===== src/rtl/ppu_vaddr_fetch.sv =====
// PPU loopy scroll registers (t/v/fine_x/w), VRAM fetch address mux and $2007 port.
// Optional PPU_PAL_READ_BYPASS_EN adds pal_din for same-cycle palette reads.
module ppu_vaddr_fetch (
  input  logic        clk,
  input  logic        rst_n,
  input  logic        reg_wr,
  input  logic [2:0]  reg_sel,
  input  logic [7:0]  reg_din,
  input  logic        reg_rd,
  input  logic        ppuctrl_inc,
  input  logic        render_en,
  input  logic        fetch_tile,
  input  logic        fetch_attr,
  input  logic        fetch_chr,
  input  logic [12:0] pattern_idx,
  input  logic        v_incx,
  input  logic        v_incy,
  input  logic        v_resetx,
  input  logic        v_resety,
`ifdef PPU_PAL_READ_BYPASS_EN
  input  logic [7:0]  pal_din,
`endif
  output logic [2:0]  fine_x,
  output logic [2:0]  fine_y,
  output logic [7:0]  data_o,
  output logic [1:0]  attr_o,
  output logic [7:0]  ppudata_o,
  output logic [13:0] vram_addr,
  output logic        vram_rd,
  output logic        vram_wr,
  output logic [7:0]  vram_dout,
  input  logic [7:0]  vram_din
);

  typedef enum logic [1:0] {
    S_IDLE, S_WR, S_RD, S_CAP
  } state_t;

  state_t      r_state, w_next;
  logic [14:0] r_t, r_v, w_v_nx;
  logic [2:0]  r_fx;
  logic        r_w, w_w_nx;
  logic [7:0]  r_buf, r_wd;
  logic [1:0]  r_asel;
  logic        r_attr_q;
  logic        w_wr7, w_rd7, w_acc, w_glitch;
  logic        w_step, w_buf_ld, w_cpu_rd;
  logic        w_sel0, w_sel5, w_sel6;
  logic        w_t2v, w_pal;
  logic [14:0] w_inc;
  logic [7:0]  w_ash;

  function automatic logic [14:0] inc_x(input logic [14:0] v);
    logic [14:0] r;
    r = v;
    if (v[4:0] == 5'd31) begin
      r[4:0] = 5'd0;
      r[10]  = ~v[10];
    end else begin
      r[4:0] = v[4:0] + 5'd1;
    end
    return r;
  endfunction

  function automatic logic [14:0] inc_y(input logic [14:0] v);
    logic [14:0] r;
    r = v;
    if (v[14:12] != 3'd7) begin
      r[14:12] = v[14:12] + 3'd1;
    end else begin
      r[14:12] = 3'd0;
      if (v[9:5] == 5'd29) begin
        r[9:5] = 5'd0;
        r[11]  = ~v[11];
      end else if (v[9:5] == 5'd31) begin
        r[9:5] = 5'd0;
      end else begin
        r[9:5] = v[9:5] + 5'd1;
      end
    end
    return r;
  endfunction

  assign w_sel0   = (reg_sel == 3'd0);
  assign w_sel5   = (reg_sel == 3'd5);
  assign w_sel6   = (reg_sel == 3'd6);
  assign w_wr7    = reg_wr && (reg_sel == 3'd7);
  assign w_rd7    = reg_rd && (reg_sel == 3'd7);
  assign w_acc    = w_wr7 || w_rd7;
  assign w_glitch = (r_state == S_IDLE) && render_en && w_acc;
  assign w_t2v    = reg_wr && w_sel6 && r_w;
  assign w_inc    = ppuctrl_inc ? 15'd32 : 15'd1;
  assign w_pal    = (r_v[13:8] == 6'h3F);

  always_ff @(posedge clk or negedge rst_n) begin
    if (!rst_n) r_state <= S_IDLE;
    else        r_state <= w_next;
  end

  always_comb begin
    w_next    = r_state;
    vram_wr   = 1'b0;
    vram_dout = 8'h00;
    w_cpu_rd  = 1'b0;
    w_step    = 1'b0;
    w_buf_ld  = 1'b0;
    case (r_state)
      S_IDLE: begin
        if (!render_en && w_wr7)      w_next = S_WR;
        else if (!render_en && w_rd7) w_next = S_RD;
      end
      S_WR: begin
        vram_wr   = 1'b1;
        vram_dout = r_wd;
        w_step    = 1'b1;
        w_next    = S_IDLE;
      end
      S_RD: begin
        w_cpu_rd = 1'b1;
        w_next   = S_CAP;
      end
      S_CAP: begin
        w_buf_ld = 1'b1;
        w_step   = 1'b1;
        w_next   = S_IDLE;
      end
      default: w_next = S_IDLE;
    endcase
  end

  // Second $2006 write beats the renderer strobes, which beat increments.
  always_comb begin
    w_v_nx = r_v;
    if (w_t2v) begin
      w_v_nx = {r_t[14:8], reg_din};
    end else if (v_resetx || v_resety) begin
      if (v_resetx) begin
        w_v_nx[10]  = r_t[10];
        w_v_nx[4:0] = r_t[4:0];
      end
      if (v_resety) begin
        w_v_nx[14:11] = r_t[14:11];
        w_v_nx[9:5]   = r_t[9:5];
      end
    end else if (v_incx || v_incy || w_glitch) begin
      if (v_incx || w_glitch) w_v_nx = inc_x(w_v_nx);
      if (v_incy || w_glitch) w_v_nx = inc_y(w_v_nx);
    end else if (w_step) begin
      w_v_nx = r_v + w_inc;
    end
  end

  always_comb begin
    w_w_nx = r_w;
    if (reg_wr && (w_sel5 || w_sel6)) w_w_nx = ~r_w;
    if (reg_rd && (reg_sel == 3'd2))  w_w_nx = 1'b0;
  end

  always_ff @(posedge clk or negedge rst_n) begin
    if (!rst_n) begin
      r_t  <= '0;
      r_v  <= '0;
      r_fx <= '0;
      r_w  <= 1'b0;
    end else begin
      r_v <= w_v_nx;
      r_w <= w_w_nx;
      if (reg_wr) begin
        unique case (1'b1)
          w_sel0: r_t[11:10] <= reg_din[1:0];
          w_sel5: begin
            if (!r_w) begin
              r_t[4:0] <= reg_din[7:3];
              r_fx     <= reg_din[2:0];
            end else begin
              r_t[14:12] <= reg_din[2:0];
              r_t[9:5]   <= reg_din[7:3];
            end
          end
          w_sel6: begin
            if (!r_w) r_t[14:8] <= {1'b0, reg_din[5:0]};
            else      r_t[7:0]  <= reg_din;
          end
          default: ;
        endcase
      end
    end
  end

  always_ff @(posedge clk or negedge rst_n) begin
    if (!rst_n) begin
      r_buf    <= '0;
      r_wd     <= '0;
      r_asel   <= '0;
      r_attr_q <= 1'b0;
    end else begin
      r_attr_q <= fetch_attr;
      if (fetch_attr && !r_attr_q) r_asel <= {r_v[6], r_v[1]};
      if (w_buf_ld) r_buf <= vram_din;
      if (r_state == S_IDLE && w_wr7) r_wd <= reg_din;
    end
  end

  always_comb begin
    vram_addr = r_v[13:0];
    if (fetch_chr)
      vram_addr = {1'b0, pattern_idx};
    else if (fetch_attr)
      vram_addr = {2'b10, r_v[11:10], 4'hF, r_v[9:7], r_v[4:2]};
    else if (fetch_tile)
      vram_addr = {2'b10, r_v[11:0]};
`ifdef PPU_PAL_READ_BYPASS_EN
    else if (w_cpu_rd && w_pal)
      vram_addr = r_v[13:0] & 14'h2FFF;
`endif
  end

  always_comb begin
    ppudata_o = r_buf;
`ifdef PPU_PAL_READ_BYPASS_EN
    if (w_rd7 && w_pal) ppudata_o = pal_din;
`endif
  end

  assign w_ash   = vram_din >> {r_asel, 1'b0};
  assign attr_o  = w_ash[1:0];
  assign vram_rd = fetch_tile || fetch_attr || fetch_chr || w_cpu_rd;
  assign data_o  = vram_din;
  assign fine_x  = r_fx;
  assign fine_y  = r_v[14:12];

endmodule

===== config.mk =====
export PLATFORM = sky130hd
export DESIGN_NAME = ppu_vaddr_fetch
export DESIGN_NICKNAME = d
export VERILOG_FILES = /design/src/rtl/ppu_vaddr_fetch.sv
export SDC_FILE = /design/constraint.sdc
export NUM_CORES = 1
export LEC_CHECK = 0
export ABC_CLOCK_PERIOD_IN_PS = 1900
export CAP_MARGIN = 20
export CORE_AREA = 2 2 100 102
export CTS_CLUSTER_SIZE = 24
export DETAILED_ROUTE_END_ITERATION = 7
export DIE_AREA = 0 0 102 104
export GPL_TIMING_DRIVEN = 0
export PLACE_DENSITY = 0.69
export SYNTH_ARGS = -nofsm -noshare
export SYNTH_HDL_FRONTEND = slang
export SYNTH_SLANG_ARGS = --single-unit
export TNS_END_PERCENT = 30

===== constraint.sdc =====
create_clock -name clk -period 1.9 [get_ports clk]
set_input_delay 0.285 -clock clk [delete_from_list [all_inputs] [get_ports clk]]
set_output_delay 0.285 -clock clk [all_outputs]
set_load 0.02 [all_outputs]

# Word-level counts from Yosys, hierarchy flattened
# Cells that the tools add are included.
# Widths: inputs -> output; s select.
[word_totals] regBits=55 latchBits=0 ram_bits=0 mem_bits_ro=0 output_inout_bits=48 wordCells=120 mem_count=0
[op_classes] addsub=4 n_mul=0 div_mod_pow=0 order_cmp=0 eq_ne=18 shifts=1 muxes=43 bitwise_logic=3 n_reduce_logical=38
[ops] op="$mux 15" count=8
[ops] op="$mux 14" count=3
[ops] op="$mux 5" count=8
[ops] op="$pmux 10 s2" count=1
[ops] op="$mux 8" count=2
[ops] op="$add 15x6->15" count=1
[ops] op="$eq 5x5->1 const B" count=3
[ops] op="$logic_and 1x1->1" count=12
[ops] op="$reduce_and 4->1" count=3
[ops] op="$mux 11" count=1
[ops] op="$add 5x1->5 const B" count=2
[ops] op="$logic_or 1x1->1" count=10
[ops] op="$mux 1" count=10
[ops] op="$eq 3x3->1 const B" count=3
[ops] op="$ne 3x3->1 const B" count=3
[ops] op="$ne 2x2->1 const B" count=4
[ops] op="$shr 8x3->2" count=1
[ops] op="$mux 7" count=1
[ops] op="$mux 3" count=2
[ops] op="$mux 6" count=1
[ops] op="$pmux 2 s3" count=1
[ops] op="$pmux 3 s2" count=1
[ops] op="$reduce_and 3->1" count=2
[ops] op="$reduce_bool 2->1" count=3
[ops] op="other kinds (15)" count=21

# Logic depth before layout (Yosys ltp)
# Gate-level depths: netlist of run 1.
[depth] word_depth=17 depth_mapped=9 ltp_nobuf=8

# Worst setup path after synthesis of run 1
# OpenSTA, ideal clock, no wires.
[synth_timing] kind="flip-flop to flip-flop" start="reg r_v[5]" end="reg r_v[14]" setup_ns=0.104 arrival_ns=1.826 slack_ns=-0.030 path_stages_with_launch=8 period_less_slack_ns=1.930 path_cell_list="dfrtp_1 ha_1 and3_1 a31oi_2 nor3b_1 xnor2_1 a211o_1 o311ai_1"
[synth_between] elab_chain_cells=5
[synth_rtl] item="start: declaration" line_no="40" text="logic [14:0] r_t, r_v, w_v_nx;"
[synth_rtl] item="start signal: assignment" line_no="166" text="r_v <= w_v_nx;"
[synth_rtl] item="$add 15x6->15" line_no="149" text="w_v_nx = r_v + w_inc;"
[synth_rtl] item="$mux 15" line_no="148" text="end else if (w_step) begin"
[synth_rtl] item="$mux 15" line_no="145" text="end else if (v_incx || v_incy || w_glitch) begin"
[synth_rtl] item="$mux 15" line_no="136" text="end else if (v_resetx || v_resety) begin"
[synth_rtl] item="$mux 15" line_no="134" text="if (w_t2v) begin"
# No other way between the ends. The select of a mux whose other input is x is not followed.
# A chain may end at the register's enable or synchronous reset.

# Worst setup path in the final report of run 1
[layout_timing] start="in v_resety" end="reg r_v[9]"
[layout_between] elab_chain_cells=3
[layout_rtl] item="start: declaration" line_no="19" text="input logic v_resety,"
[layout_rtl] item="$logic_or 1x1->1" line_no="136"
[layout_rtl] item="$ne 3x3->1 (no source line) (tied with other cells)"
[layout_rtl] item="$reduce_and 2->1 (no source line) or $mux 15 (tied branches)"
# Several ways; a longest one is shown, not always the timed one.

==> results of run 1 <==
## worst max-delay path by stage
stage	cells after the start	startpoint	end
after floorplan	7	r_v[5]	r_v[14]
after global placement	1	rst_n	ppudata_o[0]
after detailed placement	6	fetch_attr	vram_rd
after CTS	9	r_state[0]	r_v[7]
after global routing	7	r_v[0]	r_v[4]
final	6	v_resety	r_v[9]
## power by group
part / switching [mW] / internal, mW / total (mW)
clock network: 0.399 / 0.427 / 0.826
registers: 0.343 / 1.60 / 1.95
logic: 1.40 / 1.41 / 2.81
total: 2.15 / 3.44 / 5.58
## cell type report
class / instances / share of cell area (%)
Inverter: 5 / 0.349
Sequential cell: 55 / 25.7
Timing Repair Buffer: 117 / 20.6
Clock inverter: 2 / 0.652
Buffer: 35 / 4.54
Tap cell: 133 / 3.10
Clock buffer: 6 / 1.54
Multi-Input combinational cell: 320 / 43.5
## through the flow
| stage | setup slack (ns) | hold WS [ns] |
|---|---|---|
| after floorplan | 0.0325 | -0.0106 |
| after global placement | -1.22 | 0.482 |
| after detailed placement | -0.771 | 0.321 |
| after CTS | -0.158 | 0.351 |
| after global routing | -0.0951 | 0.360 |
| final | -0.0465 | 0.355 |
## repair_timing
action / CTS / global route
hold buffers: 1 / 0
setup endpoints to repair: 42 / 39
gates resized for setup: 64 / 44
pin swaps: 2 / 21
hold endpoints to repair: 23 / 0
gates cloned: 0 / 2
buffers inserted: 0 / 24
## cells in the mapped netlist, types with 2 or more instances
master,number
a2111oi_0,2
a211o_1,2
a211oi_1,2
a21oi_1,37
a21oi_2,2
a221o_1,2
a22o_1,2
a31oi_1,12
and2_1,14
and3_1,7
buf_2,8
buf_4,13
buf_6,2
clkbuf_1,13
dfrtp_1,55
ha_1,10
inv_1,5
mux2_2,22
mux2i_1,10
mux4_2,2
nand2_1,41
nand2b_1,2
nand3_1,10
nand3b_1,4
nand4_1,2
nor2_1,33
nor2b_1,2
nor3_1,11
nor3b_1,2
o211ai_1,3
o21a_1,2
o21ai_0,31
o21ai_1,4
o21ai_2,2
o22a_1,2
o311ai_1,4
o31ai_1,3
or3_1,2
xnor2_1,5
xor2_1,5
## routing by layer
metal / vias up / global-route usage (%) / share of wire (%)
met2: 151 / 32.8 / 48
li1: 1750 / - / -
met4: 0 / 4.29 / 2.0
met3: 21 / 3.16 / 6.4
met5: - / 0 / 0
met1: 1817 / 26.7 / 44
## sequential cells by signal (all words and copies together), names as in the netlist
name	flops
r_wd	8
r_state	2
fine_x	3
r_t	15
ppudata_o	8
r_w	1
r_v	15
r_attr_q	1
r_asel	2
## logic make-up (layout without fill, tap and decap cells)
| logic type | count (synthesis) | count (layout) | share of synthesized area, % |
|---|---|---|---|
| simple gates | 140 | 140 | 19.0 |
| buf+inv | 42 | 165 | 6.25 |
| flops | 55 | 55 | 37.0 |
| mux | 34 | 34 | 10.6 |
| xor+xnor | 10 | 10 | 2.35 |
| fa+ha+maj | 10 | 10 | 3.36 |
| compound gates | 125 | 126 | 21.6 |
==> metrics.yaml, run 1 <==
hp-class: "input port to register"
drtPass1Iterations: 5
ir_worst_vdd_uv: 658
fin_util_pct: 56.2
cp_top_family: "compound AO/OA/AOI/OAI gates"
cts_buffers: 5
worst-setup-path-type: "input port to register"
hold_violations: 0
track_usage_pct: 19.6
maxCapViolCount: 0
final_common_cell: "clkdlybuf4s50_1"
core-area_mm2: 0.00955
setup_viol: 5
syn_area_per_cell_um2: 8.95
multiInputGateArea_mm2: 0.00234
grt-ovfl-total: 0
rsz0062_at_grt: "true"
cts_root_buffer: "clkbuf_8"
yosysSeqAreaShare_pct: 37.0
num_antenna_cells: 0
stdcell_area_mm2: 0.00537
ys_async_sr_fraction_pct: 100
whs_endpoint: "r_attr_q"
synth.distinct_cells: 64
synth_top_area_share_pct: 37.0
h-tree-depth: 2
dieArea_mm2: 0.0106
crit_path_top_delay_cell: "clkdlybuf4s50_1"
syn_inst: 416
drive_gt1_share_pct: 26.5
r2r_setup_slack_ns: -0.03
rows: 36
viasPerCell: 5.56
drc: 0
cpPeakStageDelay_ns: 0.61
clock_latency_ns: 0.32
critPathCaptureType: "register"
fin_skew_ns: 0.00658
arrival_ns: 2.21
synth_area_leaders: "dfrtp_1 (37%), mux2_2 (6.7%), a21oi_1 (5.0%)"
place_hpwl_mm: 7.78
final.setup.worst_slack_ns: -0.0465
wirelength_mm: 11.3
grt_pass1_wl_mm: 16.9
hold-path-cell-count: 1
fmax_ghz: 0.514
reg2reg_depth: 7
final_max_slew_viol_count: 0
clock_path_buffers: 2
setup_tns_ns: -0.121
dr_total_vias: 3739
start_util_pct: 39.0
clk_pin_slew_ns: 0.10
grt_pass1_vias: 3421
synth_warnings: 0
cts_tree: "yes"
crit_chain: "clkdlybuf4s50_1 > or2_4 > a21oi_4 > o21ai_0 > o311ai_1 > o21a_1"
ys_seq_elements: 55
portBuffers: 90
syn-num-nets: 471
worstMarginPinSlew_ns: 0.633
status: "complete, but fails checks"
synth_edf_count: 0
final_cell_mix: "clkdlybuf4s50_1 (60), dfrtp_1 (52), nand2_1 (38)"
layout.nets: 594
area_delta_synth_final_pct: 44.2
crit_required_ns: 2.17
r2r_start: "r_v[0]"
placed_cells: 640
startpoint_type: "input port"
seq_area_mm2: 0.00138
io_pins: 93
syn_area_mm2: 0.00372
slew_headroom_pct: 57.8
r2r-end: "r_v[4]"
die_w_um: 102
clock_sinks: 55
ant_nets: 0
fill_cells: 877
drt_iter0_drc: 249
die_h_um: 104
fin_crit_sh_pct: 102
place.gp.congestion: 0.822
stdcell_count: 673
p_leak_nw: 2.27
p_per_area_mw_per_mm2: 1040
violations: "setup timing"
crit_buf_inv: 1
antenna_found_initial: 0
hp-start: "fetch_attr"
synth.largest_area_cell: "dfrtp_1"
report.power.total_mw: 5.58
wire_per_inst_um: 16.8
synthFlopType: "dfrtp_1"
crit_path_max_fanout: 9
post-route-min-period_ns: 1.95
placed_cell_area_mm2: 0.00481
grt_max_degree: 33
Power figures use the tool's default switching activity.
==> run 2: changes to the inputs <==
- HOLD_SLACK_MARGIN: not set -> 0.02
==> results of run 2 <==
Same layout as run 1: the final DEF is identical, and so are final timing and power.
==> run 3: changes to the inputs <==
- CORE_AREA: 2 2 100 102 -> 2 2 105 97
- DIE_AREA: 0 0 102 104 -> 0 0 107 99
==> run 3 against run 2 <==
  * Critical path type is now register to register
  * Global-route usage up 0.63 points
  * Critical endpoint is now r_v[14]
  * Cell area down 2.7%
  * Count of clock-buffer cells in the layout unchanged
  * Largest cell class unchanged
  * Flip-flop and latch count unchanged
  * Register-to-register slack worse by 0.03 ns
  * The flow finishes with violations (DRC, setup timing)
  * First-iteration DRC count up 13%
==> metrics.yaml, run 3 (synthesis results as in run 1) <==
core-area_mm2: 0.00949  # -0.66%
die_h_um: 99  # -4.8%
die_w_um: 107  # +4.9%
internal-power_mw: 3.22  # -6.3%
crit_top_cell: "a211o_1"
crit_path_top_delay_cell: "dfrtp_1"
clock_path_buffers: 2  # unchanged
clkPwrFrac_pct: 13.6  # -1.2 points
worst-setup-path-type: "register to register"
cts_root_buffer: "clkbuf_8"
cpPeakStageDelay_ns: 0.43  # -0.18 ns
grt_max_degree: 39  # +18%
cp.depth: 6  # unchanged
final_cell_mix: "clkdlybuf4s50_1 (58), dfrtp_1 (51), nand2_1 (39)"
crit_chain: "and4bb_4 > a211o_1 > buf_6 > o31ai_4 > a211o_1 > o311ai_2"
viasPerCell: 5.49  # -1.1%
antenna_found_initial: 0  # unchanged
cts_buffers: 5  # unchanged
placed_cell_area_mm2: 0.00481  # -0.18%
p_sw_share_pct: 39.6  # +1.2 points
setup_viol: 7  # +2
clock_latency_ns: 0.32  # about the same
io_pins: 93  # unchanged
place_hpwl_mm: 7.82  # +0.52%
start_util_pct: 39.3  # +0.26 points
seq_power_share_pct: 36.4  # +1.5 points
grt-ovfl-total: 0  # unchanged
drc: 1  # +1
dieArea_mm2: 0.0106  # -0.14%
rsz0062_at_grt: "true"
grt_pass1_wl_mm: 17.5  # +3.3%
report.power.total_mw: 5.34  # -4.4%
hold_violations: 0  # unchanged
cp_top_family: "compound AO/OA/AOI/OAI gates"
stdcell_area_mm2: 0.00522  # -2.7%
rows: 34  # -5.6%
switchingPower_mw: 2.12  # -1.4%
layout.nets: 588  # -1.0%
drt_iter0_drc: 281  # +13%
worstMarginPinSlew_ns: 0.666  # +0.0331 ns
wirelength_mm: 11.0  # -3.0%
crit_required_ns: 2.09  # -0.08 ns
fmax_ghz: 0.510  # -0.71%
crit_path_max_fanout: 7  # -2
p_leak_nw: 2.22  # -2.1%
portBuffers: 90  # unchanged
area_delta_synth_final_pct: 40.3
cts_tree: "yes"
crit_buf_inv: 1  # unchanged
drtPass1Iterations: 7  # +2
startpoint_type: "register"
p_per_area_mw_per_mm2: 1020  # -1.7%
maxCapViolCount: 0  # unchanged
h-tree-depth: 2  # unchanged
critPathCaptureType: "register"
fill_cells: 872  # -0.57%
drive_gt1_share_pct: 24.5  # -1.9 points
slew_headroom_pct: 55.4  # -2.4 points
violations: "DRC, setup timing"
clk_pin_slew_ns: 0.11  # about the same
wire_per_inst_um: 16.6  # -1.1%
track_usage_pct: 20.3  # +0.63 points
final_max_slew_viol_count: 0  # unchanged
ir_worst_vdd_uv: 568  # -14%
biggestRegsByFlops: "r_t (15), r_v (15)"
arrival_ns: 2.15  # -0.06 ns
post-route-min-period_ns: 1.96  # +0.0140 ns
reg2reg_depth: 6  # -1
grt_pass1_vias: 3438  # +0.50%
hp-class: "input port to register"
fin_crit_sh_pct: 103  # +0.74 points
status: "complete, but fails checks"
comb_power_share_pct: 50.0  # -0.4 points
final.setup.worst_slack_ns: -0.0605  # -0.0140 ns
dr_total_vias: 3626  # -3.0%
fin_skew_ns: 0.00998  # +0.00340 ns
ant_nets: 0  # unchanged
final_common_cell: "clkdlybuf4s50_1"
clock_sinks: 55  # unchanged
hold-path-cell-count: 1  # unchanged
num_antenna_cells: 0  # unchanged
place.gp.congestion: 0.904  # +10%
-- run 3: layer usage --
layer	GRT usage (%)	part of all wire [%]	up-vias
met4	5.09	1.4	0
met1	28.0	44	1691
met2	33.0	47	175
met5	0	0	-
li1	-	-	1743
met3	3.57	7.3	17
-- run 3: per-stage QoR --
step	std cells	setup TNS, ns	utilization (%)	hold WS, ns	worst slack (ns)
after floorplan	416	0	-	-0.0106	0.0325
after global placement	632	-88.18	50.5	0.481	-1.25
after detailed placement	633	-21.51	50.7	0.253	-0.824
after CTS	640	-0.461	52.7	0.360	-0.115
after global routing	660	-0.956	55.1	0.182	-0.142
final	660	-0.199	55.1	0.181	-0.0605
-- run 3: path summary, 6_finish.rpt --
check | from | to | slack [ns]
setup / recovery | r_state[1] | r_v[14] | -0.06
hold / removal | fetch_attr | r_attr_q | 0.18
setup reg to reg | r_state[1] | r_v[14] | -0.06
hold reg to reg | ppudata_o[2] | ppudata_o[2] | 0.51
max in group asynchronous | rst_n | r_v[1] | 0.88
min in group asynchronous | rst_n | r_wd[1] | 0.44
-- run 3: final cells by class --
cell class / count / area, um2 / share of cell area, %
Buffer: 35 / 243 / 4.65
Sequential cell: 55 / 1380 / 26.4
Inverter: 5 / 18.8 / 0.359
Clock buffer: 6 / 82.6 / 1.58
Clock inverter: 2 / 18.8 / 0.359
Multi-Input combinational cell: 319 / 2290 / 43.8
Tap cell: 126 / 158 / 3.02
Timing Repair Buffer: 112 / 1030 / 19.8
-- run 3: power by group through the flow --
stage	Combinational [mW]	Sequential (mW)	Clock, mW
6_report	2.67	1.94	0.723
5_1_grt	2.91	2.00	0.783
4_1_cts	2.51	1.94	0.739
3_5_place_dp	2.50	1.95	0
3_3_place_gp	2.45	1.93	0
2_1_floorplan	1.49	1.98	0
-- run 3: worst reg2reg max path, delay by kind of cell (launching register included) --
| kind | cells | cell delay, ns |
|---|---|---|
| flops | 1 | 0.43 |
| simple gates | 1 | 0.29 |
| buf+inv | 1 | 0.16 |
| compound gates | 4 | 0.96 |
-- run 3: timing repair --
| action | CTS | global route |
|---|---|---|
| endpoints found under the hold margin | 17 | 0 |
| pin swaps | 4 | 16 |
| cloned | 0 | 3 |
| endpoints found under the setup margin | 39 | 41 |
| setup buffers | 0 | 17 |
| hold buffers | 1 | 0 |
| resized for setup | 64 | 43 |
